## config.mk

```make
export PLATFORM = sky130hd
export DESIGN_NAME = autoconfig_host
export DESIGN_NICKNAME = d
export VERILOG_FILES = /design/src/rtl/autoconfig_host.sv
export SDC_FILE = /design/constraint.sdc
export NUM_CORES = 1
export LEC_CHECK = 0
export CORE_MARGIN = 10
export CORE_UTILIZATION = 40
export DETAILED_ROUTE_END_ITERATION = 7
export HOLD_SLACK_MARGIN = 0.03
export PLACE_DENSITY = 0.66
export SYNTH_ARGS = -nofsm -noshare
export SYNTH_HDL_FRONTEND = slang
export SYNTH_SLANG_ARGS = --single-unit
```

## constraint.sdc

```tcl
create_clock -name cpu_clk -period 4.6 [get_ports cpu_clk]
set_clock_uncertainty 0.1 [all_clocks]
set_input_delay 0.92 -clock cpu_clk [delete_from_list [all_inputs] [get_ports cpu_clk]]
set_output_delay 0.92 -clock cpu_clk [all_outputs]
set_load 0.01 [all_outputs]
```

## src/rtl/autoconfig_host.sv

```systemverilog
// rtl/autoconfig_host.sv - Zorro II AUTOCONFIG initiator walking the $E8xxxx config chain
// Reads each card's type nibbles, assigns an aligned Fast RAM base or shuts the card up.
module autoconfig_host #(
  parameter logic [7:0] MEM_BASE    = 8'h20,
  parameter logic [7:0] MEM_TOP     = 8'hA0,
  parameter int         TIMEOUT_CYC = 64,
  parameter bit         AUTO_START  = 1'b1
) (
  input  logic       cpu_clk,
  input  logic       cpu_nreset,
  input  logic       start,
  output logic [7:0] ah_o,
  output logic [5:0] al_o,
  output logic [3:0] d_o,
  output logic       d_oe,
  input  logic [3:0] d_i,
  output logic       nas_o,
  output logic       nuds_o,
  output logic       rnw_o,
  input  logic       dtack_i,
  output logic       nconfigin_o,
  output logic       busy,
  output logic       done,
  output logic [2:0] cards,
  output logic [2:0] shut_cnt,
  output logic [7:0] next_free
);

  localparam int TW = (TIMEOUT_CYC > 2) ? $clog2(TIMEOUT_CYC) : 1;
  localparam logic [TW-1:0] TO_LAST = TW'(TIMEOUT_CYC - 1);
  localparam logic [7:0] CFG_AH = 8'hE8;

  typedef enum logic [2:0] {B_IDLE, B_ADDR, B_STRB, B_WAIT, B_END} bus_state_t;
  typedef enum logic [2:0] {
    T_IDLE, T_READ, T_EVAL, T_WR_LO, T_WR_HI, T_SHUT, T_SETTLE, T_DONE
  } top_state_t;

  bus_state_t    bus_st;
  top_state_t    top_st;
  logic [1:0]    dtack_sync;
  logic [TW-1:0] to_cnt;
  logic          bus_to;
  logic [3:0]    rd_nib;
  logic          auto_pend;
  logic [3:0]    idx;
  logic [1:0]    type_hi;
  logic [2:0]    size_r;
  logic [1:0]    settle_cnt;

  logic          req_valid;
  logic [5:0]    req_al;
  logic [3:0]    req_d;
  logic          req_rnw;
  logic [8:0]    s9;
  logic [8:0]    base9;
  logic [8:0]    end9;
  logic          fits;
  logic          run_go;

  // Allocation in 64KB units; 9 bits so rounding past $FF is still caught by the top check.
  always_comb begin
    s9    = (size_r == 3'd0) ? 9'd128 : (9'd1 << (size_r - 3'd1));
    base9 = ({1'b0, next_free} + s9 - 9'd1) & ~(s9 - 9'd1);
    end9  = base9 + s9;
    fits  = (end9 <= {1'b0, MEM_TOP});
  end

  always_comb begin
    req_valid = 1'b0;
    req_al    = 6'h00;
    req_d     = 4'h0;
    req_rnw   = 1'b1;
    case (top_st)
      T_READ: begin
        req_valid = 1'b1;
        req_al    = (idx < 4'd5) ? {2'b00, idx} : {2'b00, idx} + 6'd3;
      end
      T_WR_LO: begin
        req_valid = 1'b1;
        req_al    = 6'h25;
        req_d     = base9[3:0];
        req_rnw   = 1'b0;
      end
      T_WR_HI: begin
        req_valid = 1'b1;
        req_al    = 6'h24;
        req_d     = base9[7:4];
        req_rnw   = 1'b0;
      end
      T_SHUT: begin
        req_valid = 1'b1;
        req_al    = 6'h26;
        req_d     = 4'h0;
        req_rnw   = 1'b0;
      end
      default: ;
    endcase
  end

  assign run_go = ((top_st == T_IDLE) && (start || auto_pend)) ||
                  ((top_st == T_DONE) && start);

  always_ff @(posedge cpu_clk or negedge cpu_nreset) begin
    if (!cpu_nreset) begin
      bus_st      <= B_IDLE;
      top_st      <= T_IDLE;
      dtack_sync  <= 2'b00;
      to_cnt      <= '0;
      bus_to      <= 1'b0;
      rd_nib      <= 4'h0;
      auto_pend   <= AUTO_START;
      idx         <= 4'd0;
      type_hi     <= 2'b00;
      size_r      <= 3'd0;
      settle_cnt  <= 2'd0;
      ah_o        <= 8'h00;
      al_o        <= 6'h00;
      d_o         <= 4'h0;
      d_oe        <= 1'b0;
      nas_o       <= 1'b1;
      nuds_o      <= 1'b1;
      rnw_o       <= 1'b1;
      nconfigin_o <= 1'b1;
      busy        <= 1'b0;
      done        <= 1'b0;
      cards       <= 3'd0;
      shut_cnt    <= 3'd0;
      next_free   <= MEM_BASE;
    end else begin
      dtack_sync <= {dtack_sync[0], dtack_i};

      case (bus_st)
        B_IDLE: begin
          if (req_valid) begin
            bus_st <= B_ADDR;
            ah_o   <= CFG_AH;
            al_o   <= req_al;
            rnw_o  <= req_rnw;
            d_o    <= req_d;
            d_oe   <= !req_rnw;
          end
        end
        B_ADDR: begin
          bus_st <= B_STRB;
          nas_o  <= 1'b0;
          nuds_o <= 1'b0;
        end
        B_STRB: begin
          bus_st <= B_WAIT;
          to_cnt <= '0;
        end
        B_WAIT: begin
          if (dtack_sync[1]) begin
            rd_nib <= d_i;
            bus_to <= 1'b0;
            nas_o  <= 1'b1;
            nuds_o <= 1'b1;
            bus_st <= B_END;
          end else if (to_cnt == TO_LAST) begin
            bus_to <= 1'b1;
            nas_o  <= 1'b1;
            nuds_o <= 1'b1;
            bus_st <= B_END;
          end else begin
            to_cnt <= to_cnt + 1'b1;
          end
        end
        B_END: begin
          // Data drivers stay on one cycle past the strobe for hold time.
          bus_st <= B_IDLE;
          d_oe   <= 1'b0;
          rnw_o  <= 1'b1;
        end
        default: bus_st <= B_IDLE;
      endcase

      if (run_go) begin
        top_st      <= T_READ;
        idx         <= 4'd0;
        auto_pend   <= 1'b0;
        busy        <= 1'b1;
        done        <= 1'b0;
        nconfigin_o <= 1'b0;
        cards       <= 3'd0;
        shut_cnt    <= 3'd0;
        next_free   <= MEM_BASE;
      end else begin
        case (top_st)
          T_READ: begin
            if (bus_st == B_END) begin
              if (bus_to) begin
                top_st <= T_DONE;
                busy   <= 1'b0;
                done   <= 1'b1;
              end else begin
                // Only the raw type nibbles at $00/$02 steer the allocation.
                if (idx == 4'd0) type_hi <= rd_nib[3:2];
                if (idx == 4'd1) size_r  <= rd_nib[2:0];
                if (idx == 4'd8) top_st  <= T_EVAL;
                idx <= idx + 4'd1;
              end
            end
          end
          T_EVAL: begin
            top_st <= ((type_hi == 2'b11) && fits) ? T_WR_LO : T_SHUT;
          end
          T_WR_LO: begin
            if (bus_st == B_END) begin
              if (bus_to) begin
                top_st <= T_DONE;
                busy   <= 1'b0;
                done   <= 1'b1;
              end else begin
                top_st <= T_WR_HI;
              end
            end
          end
          T_WR_HI: begin
            if (bus_st == B_END) begin
              if (bus_to) begin
                top_st <= T_DONE;
                busy   <= 1'b0;
                done   <= 1'b1;
              end else begin
                next_free  <= end9[7:0];
                cards      <= (cards == 3'd7) ? cards : cards + 3'd1;
                settle_cnt <= 2'd0;
                top_st     <= T_SETTLE;
              end
            end
          end
          T_SHUT: begin
            if (bus_st == B_END) begin
              if (bus_to) begin
                top_st <= T_DONE;
                busy   <= 1'b0;
                done   <= 1'b1;
              end else begin
                shut_cnt   <= (shut_cnt == 3'd7) ? shut_cnt : shut_cnt + 3'd1;
                settle_cnt <= 2'd0;
                top_st     <= T_SETTLE;
              end
            end
          end
          T_SETTLE: begin
            // Give the card's /CONFIGOUT time to reach the next card.
            if (settle_cnt == 2'd3) begin
              idx    <= 4'd0;
              top_st <= T_READ;
            end else begin
              settle_cnt <= settle_cnt + 2'd1;
            end
          end
          default: ;
        endcase
      end
    end
  end

endmodule

```

* Word-level counts from Yosys, hierarchy flattened
Index checks and enable logic that the tools add are counted.
** Word-level totals
- Register bits after elaboration :: 61
- Bits of input ports :: 8
- Output and inout bits :: 39
- Word-level logic and storage cells :: 177
** Cells by class
- $add $sub $neg :: 11
- $lt $le $gt $ge :: 2
- Equal/unequal tests :: 34
- Shifts and indexed selects :: 1
- Muxes and demuxes :: 63
- Bitwise operators :: 4
- Reductions and logical operators :: 40
** Operators with widths (count)
- $mux 3 :: 21
- $mux 8 :: 4
- $pmux 6 s4 :: 1
- $eq 3x3->1 const B :: 7
- $reduce_bool 2->1 :: 10
- $sub 9x1->9 const B :: 2
- $mux 1 :: 16
- $mux 4 :: 4
- $pmux 4 s2 :: 2
- $ne 3x3->1 const B :: 5
- $pmux 3 s5 :: 1
- $reduce_and 5->1 :: 3
- $ne 2x2->1 const B :: 7
- $eq 3x2->1 const B :: 4
- $mux 6 :: 2
- $pmux 3 s4 :: 1
- $pmux 6 s2 :: 1
- $reduce_and 2->1 :: 6
- $reduce_and 4->1 :: 3
- $add 8x9->9 :: 1
- $add 9x9->9 :: 1
- $and 9x9->9 :: 1
- $le 9x8->1 const B :: 1
- $logic_not 3->1 :: 3
- 33 further kinds :: 48

* Longest topological paths before layout
- Word-level depth :: 12
- Mapped depth :: 20

* Worst setup path before layout
Ideal clock, no wire load.
- Path kind :: register -> register
- Start point :: reg size_r[1]
- End point :: reg top_st[2]
- Setup time :: 0.084 ns
- Arrival :: 3.610 ns
- Setup slack :: 0.806 ns
- Cell stages (with the launch flop) :: 21
- Clock period less this slack :: 3.794 ns
- Cells stage by stage :: dfrtp_1 -> nand2_1 -> nor2_1 -> inv_1 -> ha_1 -> inv_1 -> ha_1 -> a21o_1 -> a21oi_1 -> xor2_1 -> a311oi_1 -> ha_1 -> inv_1 -> nor3b_1 -> a211o_1 -> a21oi_1 -> o2bb2ai_1 -> xnor2_1 -> o21ai_1 -> nand3_1 -> a21boi_0
** Between the ends
- Longest elaborated chain between the ends :: 12
- Elaborated cells on any way between the ends :: 15
- Those cells by class :: 5 x add/sub; 1 x order compare; 1 x shift; 4 x mux; 2 x bitwise; 2 x reduce/logical
** RTL lines
- start: declaration :: RTL line 47 : logic [2:0] size_r;
- start signal: assignment :: RTL line 198 : if (idx == 4'd1) size_r <= rd_nib[2:0];
- $sub 3x1->3 :: RTL line 62 : s9 = (size_r == 3'd0) ? 9'd128 : (9'd1 << (size_r - 3'd1));
- $shl 1x3->9 :: RTL line 62
- $mux 9 (*) :: RTL line 62
- $add 8x9->9 / $sub 9x1->9 (equally long branches) :: RTL line 63 : base9 = ({1'b0, next_free} + s9 - 9'd1) & ~(s9 - 9'd1);
- $sub 9x1->9 / $not 9->9 (equally long branches) :: RTL line 63
- $and 9x9->9 :: RTL line 63
- $add 9x9->9 (*) :: RTL line 64 : end9 = base9 + s9;
- $le 9x8->1 (*) :: RTL line 65 : fits = (end9 <= {1'b0, MEM_TOP});
- $logic_and 1x1->1 (*) :: RTL line 205 : top_st <= ((type_hi == 2'b11) && fits) ? T_WR_LO : T_SHUT;
- $mux 3 (*) :: RTL line 205
- $pmux 3 s5 (*) :: RTL line 188 : case (top_st)
- $mux 3 (*) :: RTL line 177 : if (run_go) begin
- end signal: assignment :: RTL line 205
- end: declaration :: RTL line 39 : top_state_t top_st;
Every way passes the cells marked *; elsewhere a longest branch is shown, timed or not.
A chain may end at the register's enable or synchronous reset.

* Final worst setup path
Same ends and word-level chain as after synthesis.

==> reports/metrics.cfg <==
[logic_synthesis]
synth-seq-area-share_pct=38.6
synth_flop_cell=dfrtp_1
synth_top_family_by_area=compound AO/OA/AOI/OAI gates
synthAdderAreaFrac_pct=9.96
yosys.area.top_type=dfrtp_1
ys_warn_count=0
yosys.area_share.simple_pct=17.0
synth-edff-count=0
syn_inst=447
synth_top_area_share_pct=35.9
synth_xor_area_share_pct=3.75
yosys-top-cells-area=dfrtp_1 (36%), ha_1 (9.5%), nand2_1 (4.3%)
avgSynthCellArea_um2=8.88
synth.cell_area_um2=3970
synthMuxAreaShare_pct=4.63
yosysUniqueCellTypes=56
async_flop_share_pct=100
synth_compound_area_share_pct=19.1
synth-seq-cells=61

[worst_setup_path]
required_ns=4.77
start_kind=flop
crit_arrival_ns=4.48
end_kind=flop
worstPathMaxFanout=7
regToRegStartpoint=size_r[1]$_DFFE_PN0P_
crit_path_end=top_st[2]$_DFFE_PN0P_
reg2regPathDepth=20
r2r_slack_ns=0.29
critPathKind=flop to flop
crit_start=size_r[1]$_DFFE_PN0P_
r2r_end=top_st[2]$_DFFE_PN0P_

[die]
dieArea_um2=14300
rows=36
core_area_um2=9730
initial_utilization_pct=40.8
io_pins=47
die_w_um=120
die_h_um=120

[sta]
tightest_slew_ns=0.723
slew_headroom_pct=51.8
fin_ws_ns=0.288
max_freq_ghz=0.232
fin_crit_ns=4.31
setup_viol=0
slew_violations=0
finalCritPeriodShare_pct=93.7
hold_viol=0

[global_routing]
track_usage_pct=13.7
overflow=0
grt_max_degree=33
antenna_found_initial=0
first_global_vias=3323
grt_pass1_wl_mm=16.1

[drt]
viasPerCell=5.27
firstDrtPassIters=4
drc=0
drtAntennaViolNets=0
wl_per_cell_um=15.5
routed_wl_mm=9.57
dr.first_iter.drc_count=227
num_vias=3265

[place]
place_area_um2=4460
port_buffers=42
routabilityCongestion=0.971
placed_cells=604
hpwl_mm=7.32
pre_cts_ws_ns=0.319

[hold_path]
min_path_type=flop to flop

[finish]
nets=521
syn_to_final_growth_pct=17.6
diodes=0
final_util_pct=48.0
instances_no_fill=619
drive_above_1_share_pct=8.64
final_cell_area_um2=4670

[clock_tree]
cts.sinks=61
cts-root-buf=clkbuf_8
htree_levels=3
cts_tree=done
clk_latency_ns=0.35
clockBufferDepth=2
holdBufCountCts=0
cts_buffers=9
path_clk_slew_ns=0.07

[run_status]
outcome=completed

[pwr]
vdd_drop_max_uv=237
power.density_nw_per_um2=621
total_leakage_power_nw=2.16

[run]
maxCapViolCount=0

-- synthesized netlist by cell type, drive strengths merged, types with 11 or more instances --
master   n
nand3   13
nor2    39
ha      30
xnor2   13
nand2   46
dfrtp   57
a22o    13
a21oi   25
o21ai   28
clkbuf  14
nor3    12
inv     40
mux2    11
-- registers in the layout (all words and copies together) (netlist names), 4 cells and up --
name,count
next_free,8
to_cnt,6
idx,4
d_o,4
al_o,6
rd_nib,4
-- worst min-delay path by stage --
stage,cells after the start,to,slack (ns),start
6_report,0,dtack_sync[1]$_DFF_PN0_,0.25,dtack_sync[0]$_DFF_PN0_
5_1_grt,0,dtack_sync[1]$_DFF_PN0_,0.27,dtack_sync[0]$_DFF_PN0_
4_1_cts,0,dtack_sync[1]$_DFF_PN0_,0.25,dtack_sync[0]$_DFF_PN0_
3_5_place_dp,0,dtack_sync[1]$_DFF_PN0_,0.24,dtack_sync[0]$_DFF_PN0_
3_3_place_gp,0,dtack_sync[1]$_DFF_PN0_,0.23,dtack_sync[0]$_DFF_PN0_
2_1_floorplan,0,dtack_sync[1]$_DFF_PN0_,0.23,dtack_sync[0]$_DFF_PN0_
-- placed cells by master, fill, tap and decap left out, drive strengths merged, types with 4 or more instances in the layout --
master and n:
a21o 6, a21oi 25, a22o 13, a22oi 6, a31oi 4, and3 5
buf 4, clkbuf 12, clkdlybuf4s50 41, conb 4, dfrtp 57, dfstp 4
ha 30, inv 40, mux2 11, mux2i 6, nand2 46, nand2b 9
nand3 13, nor2 39, nor2b 8, nor3 12, o21ai 28, o31ai 4
xnor2 13, xor2 4
-- per-stage QoR --
step	hold WS, ns	total power [W]	setup TNS (ns)
after floorplan	0.231	0.00196	0
after global placement	0.233	0.00237	0
after detailed placement	0.236	0.00240	0
after CTS	0.252	0.00290	0
after global routing	0.267	0.00316	-0.0340
final	0.249	0.00290	0
-- worst max-delay path: stages (launching register included) --
cell and delay, ns:
dfrtp_1 0.43, nand2_1 0.20, nor2_1 0.27, inv_1 0.13, ha_1 0.34, inv_1 0.05
ha_1 0.28, a21o_1 0.20, a21oi_1 0.20, xor2_1 0.11, a311oi_2 0.26, ha_1 0.31
inv_1 0.11, nor3b_1 0.06, a211o_1 0.32, a21oi_1 0.15, o2bb2ai_1 0.08, xnor2_1 0.19
o21ai_1 0.10, nand3_1 0.14, a21boi_0 0.19
-- routing by layer --
| metal | vias up | global-route usage [%] | share of wire (%) |
|---|---|---|---|
| li1 | 1617 | - | - |
| met1 | 1577 | 16.9 | 46 |
| met2 | 56 | 22.5 | 47 |
| met3 | 15 | 3.42 | 4.5 |
| met4 | 0 | 5.51 | 1.9 |
| met5 | - | 0 | 0 |
-- where the power goes --
group          internal [W]  switching (W)
registers          0.000697       0.000199
logic              0.000655       0.000856
clock network      0.000277       0.000217
total               0.00163        0.00127
-- layout make-up --
class                   instances  area, µm²
fillers                       958       5060
multi-input cells             325       2180
flip-flops and latches         61       1530
repair buffers                 45        438
well taps                     133        166
clock buffers                  12        155
inverters                      40        150
clock inverters                 3       45.0
-- what timing repair did --
action | 4_1_cts | 5_1_grt
endpoints found under the setup margin | 0 | 2
gates resized for setup | 0 | 1
buffers inserted | 0 | 0
-- cells by family after synthesis --
family,count (synthesis)
and+or+nand+nor,145
AOI/OAI and AO/OA,111
buffers and inverters,64
DFF,61
adders and majority gates,31
xor gates and xnor gates,17
muxes,17
other,1
No activity file was read; power rests on OpenSTA's default activity.
==> patch (config.mk and constraints unchanged) <==
Set the parameter `MEM_TOP` to 8'h80 (it was 8'hA0).
--- a/src/rtl/autoconfig_host.sv
+++ b/src/rtl/autoconfig_host.sv
@@ -3,5 +3,5 @@
 module autoconfig_host #(
   parameter logic [7:0] MEM_BASE    = 8'h20,
-  parameter logic [7:0] MEM_TOP     = 8'hA0,
+  parameter logic [7:0] MEM_TOP     = 8'h80,
   parameter int         TIMEOUT_CYC = 64,
   parameter bit         AUTO_START  = 1'b1
Check against the original RTL: same outputs for any inputs over 10 cycles, from zero or initial values and one cycle with cpu_nreset low; that may be too few to reach the edited logic, so the function may still have changed.
==> patch against the original RTL <==
Via count grew 8.6%. Cell area is 4.9% higher. Synthesized cell count is 6.7% higher. Non-clock buffer count is 3 higher. Setup slack better by 0.044 ns. Cell count grew 5.8%. Power fell by 11%. First-iteration DRC count up 15%. Fmax up 1.0%. Critical path type unchanged. Routed wire length up 7.3%. Largest cell class unchanged. Sequential cell count unchanged. Synthesized area rose by 4.9%.
==> patch: results (changes against the original RTL) <==
Worst Hold Depth = 0 (unchanged)
Nets = 553 (was 521)
Met3 Use GR = 3.79% (was 3.42%)
H-tree Lvls = 3 (unchanged)
Post-Synth Adder-Cell Area = 9.50% (was 9.96%)
Yosys warns = 0 (unchanged)
Pint = 1.54 mW (was 1.63 mW)
Syn Inst Count = 477 (was 447)
Clk_lat worst skew = 0.34 ns
Clk root buf = clkbuf_8 (unchanged)
GP Congestion = 0.915 (was 0.971)
Placed instance count = 639 (was 604)
XOR/XNOR Fraction of Synth Area = 2.52% (was 3.75%)
Post-CTS Setup Inserts = 0 (unchanged)
R2R depth = 16 (was 20)
Leak = 2.14 nW (was 2.16 nW)
Worst min-delay path category = flip-flop to flip-flop (unchanged)
Post-synthesis mux area share = 4.18% (was 4.63%)
R2R Setup Slk = 0.33 ns (was 0.29 ns)
Fillers = 975 (was 958)
Top cells by area, synth = dfrtp_1, ha_1, nor2_1, nand2_1, o21ai_0 (was dfrtp_1, ha_1, nand2_1, inv_1, nor2_1)
CTS tree = yes (unchanged)
GR Layer Usage met1 = 17.9% (was 16.9%)
Critical Path Fanout Max = 11 (was 7)
Compound-Gate Fraction of Synth Area = 19.1% (about the same)
GRT Total Usage = 14.4% (was 13.7%)
Routed WL per cell = 15.7 µm (was 15.5 µm)
Setup crit start = size_r[1] (unchanged)
Maximum VDD drop = 273 µV (was 237 µV)
Clk slew on worst S/H paths = 0.07 ns (about the same)
GR Util met2 = 23.1% (was 22.5%)
Layout Cells excl Fill = 655 (was 619)
DRT Pass-1 Iters = 5 (was 4)
Initial antenna violation count = 0 (unchanged)
Post-synth cell types = 68 (was 56)
Placed cell area = 4670 µm² (was 4460 µm²)
Largest registers = next_free: 8 flops, al_o: 6 flops, to_cnt: 6 flops (unchanged)
Routed vias/inst = 5.42 (was 5.27)
Clock buffer depth = 2 (unchanged)
Largest net degree at the start of global routing = 34 (was 33)
Min-delay src = dtack_sync[0] (unchanged)
CTS resizes = 0 (unchanged)
Crit path DAT = 4.39 ns (was 4.48 ns)
Layout cells sized above 1 = 9.25% (was 8.64%)
Status = completed (unchanged)
HPWL Detailed = 7.87 mm (was 7.32 mm)
CTS buffer count = 9 (unchanged)
Number of global-route vias before repair = 3487 (was 3323)
Least-Margin Pin Slew = 0.725 ns (was 0.723 ns)
# diodes = 0 (unchanged)
Post-synth top cells = dfrtp_1, nor2_1, nand2_1 (was dfrtp_1, nand2_1, inv_1)
Iter 0 DRT Violations = 260 (was 227)
Register area share after synthesis = 36.8% (was 38.6%)
Port bufs = 42 (unchanged)
Ys async rst share = 100% (unchanged)
First-pass GRT wire length = 17.3 mm (was 16.1 mm)
## patch: changes by cell type after synthesis, sizes merged, moves of 4 or more
cell	delta
xnor2	-6
o211ai	+4
a21oi	-5
a21o	-4
o21ai	+5
nor2	+9
nand3b	+7
a22o	-4
or2	+4
nand4	+4
## patch: logic make-up after synthesis
logic type,after synthesis
XOR/XNOR,12
other,1
multiplexers,16
AO/OA/AOI/OAI,116
adder cells (fa/ha/maj),31
AND/OR/NAND/NOR,177
buffers and inverters,63
flip-flops,61
## patch: stage by stage
stage | total power [mW] | worst slack [ns] | util [%] | hold slack (ns)
global route | 2.79 | 0.0113 | 47.9 | 0.272
detailed placement | 2.07 | 0.188 | 45.6 | 0.249
finish | 2.58 | 0.332 | 47.9 | 0.266
floorplan | 1.67 | 0.488 | - | 0.231
CTS | 2.59 | 0.164 | 47.7 | 0.265
global placement | 2.04 | 0.247 | 45.6 | 0.232
## patch: worst paths after layout
path,to
max,top_st[2]
min,dtack_sync[1]
max reg2reg,top_st[2]
min reg2reg,dtack_sync[1]
max in group asynchronous,nuds_o
min in group asynchronous,al_o[4]
## patch: worst max-delay path: stages, from the launching register on
cell and delay, ns:
dfrtp_2 0.45, nor2b_4 0.21, nand2_1 0.11, ha_1 0.29, inv_1 0.04, ha_1 0.21, inv_1 0.07, fa_1 0.41
nor2_1 0.25, ha_1 0.24, nand2_1 0.07, a211oi_1 0.37, o21ai_1 0.15, xnor2_1 0.16, or4_1 0.52, o211a_1 0.24
a211o_1 0.25
## patch: power groups by stage
stage                     sequential [mW]  clock, mW  combinational, mW
after detailed placement            0.911          0               1.16
after floorplan                     0.836          0              0.833
final                               0.904      0.514               1.16
after global routing                0.933      0.550               1.31
after global placement              0.907          0               1.13
after CTS                           0.903      0.524               1.16
## patch: cell type report
class	instances	area share, %
tap	136	3.48
clock inverter	3	0.869
multi-input combinational	356	48.6
sequential	61	31.3
clock buffer	13	3.45
inverter	38	2.91
timing repair buffer	48	9.40
## patch: metal layers
layer	wire [µm]	share of wire (%)
met1	4660	45
met2	4930	48
met3	467	4.5
met4	204	2.0
met5	0	0
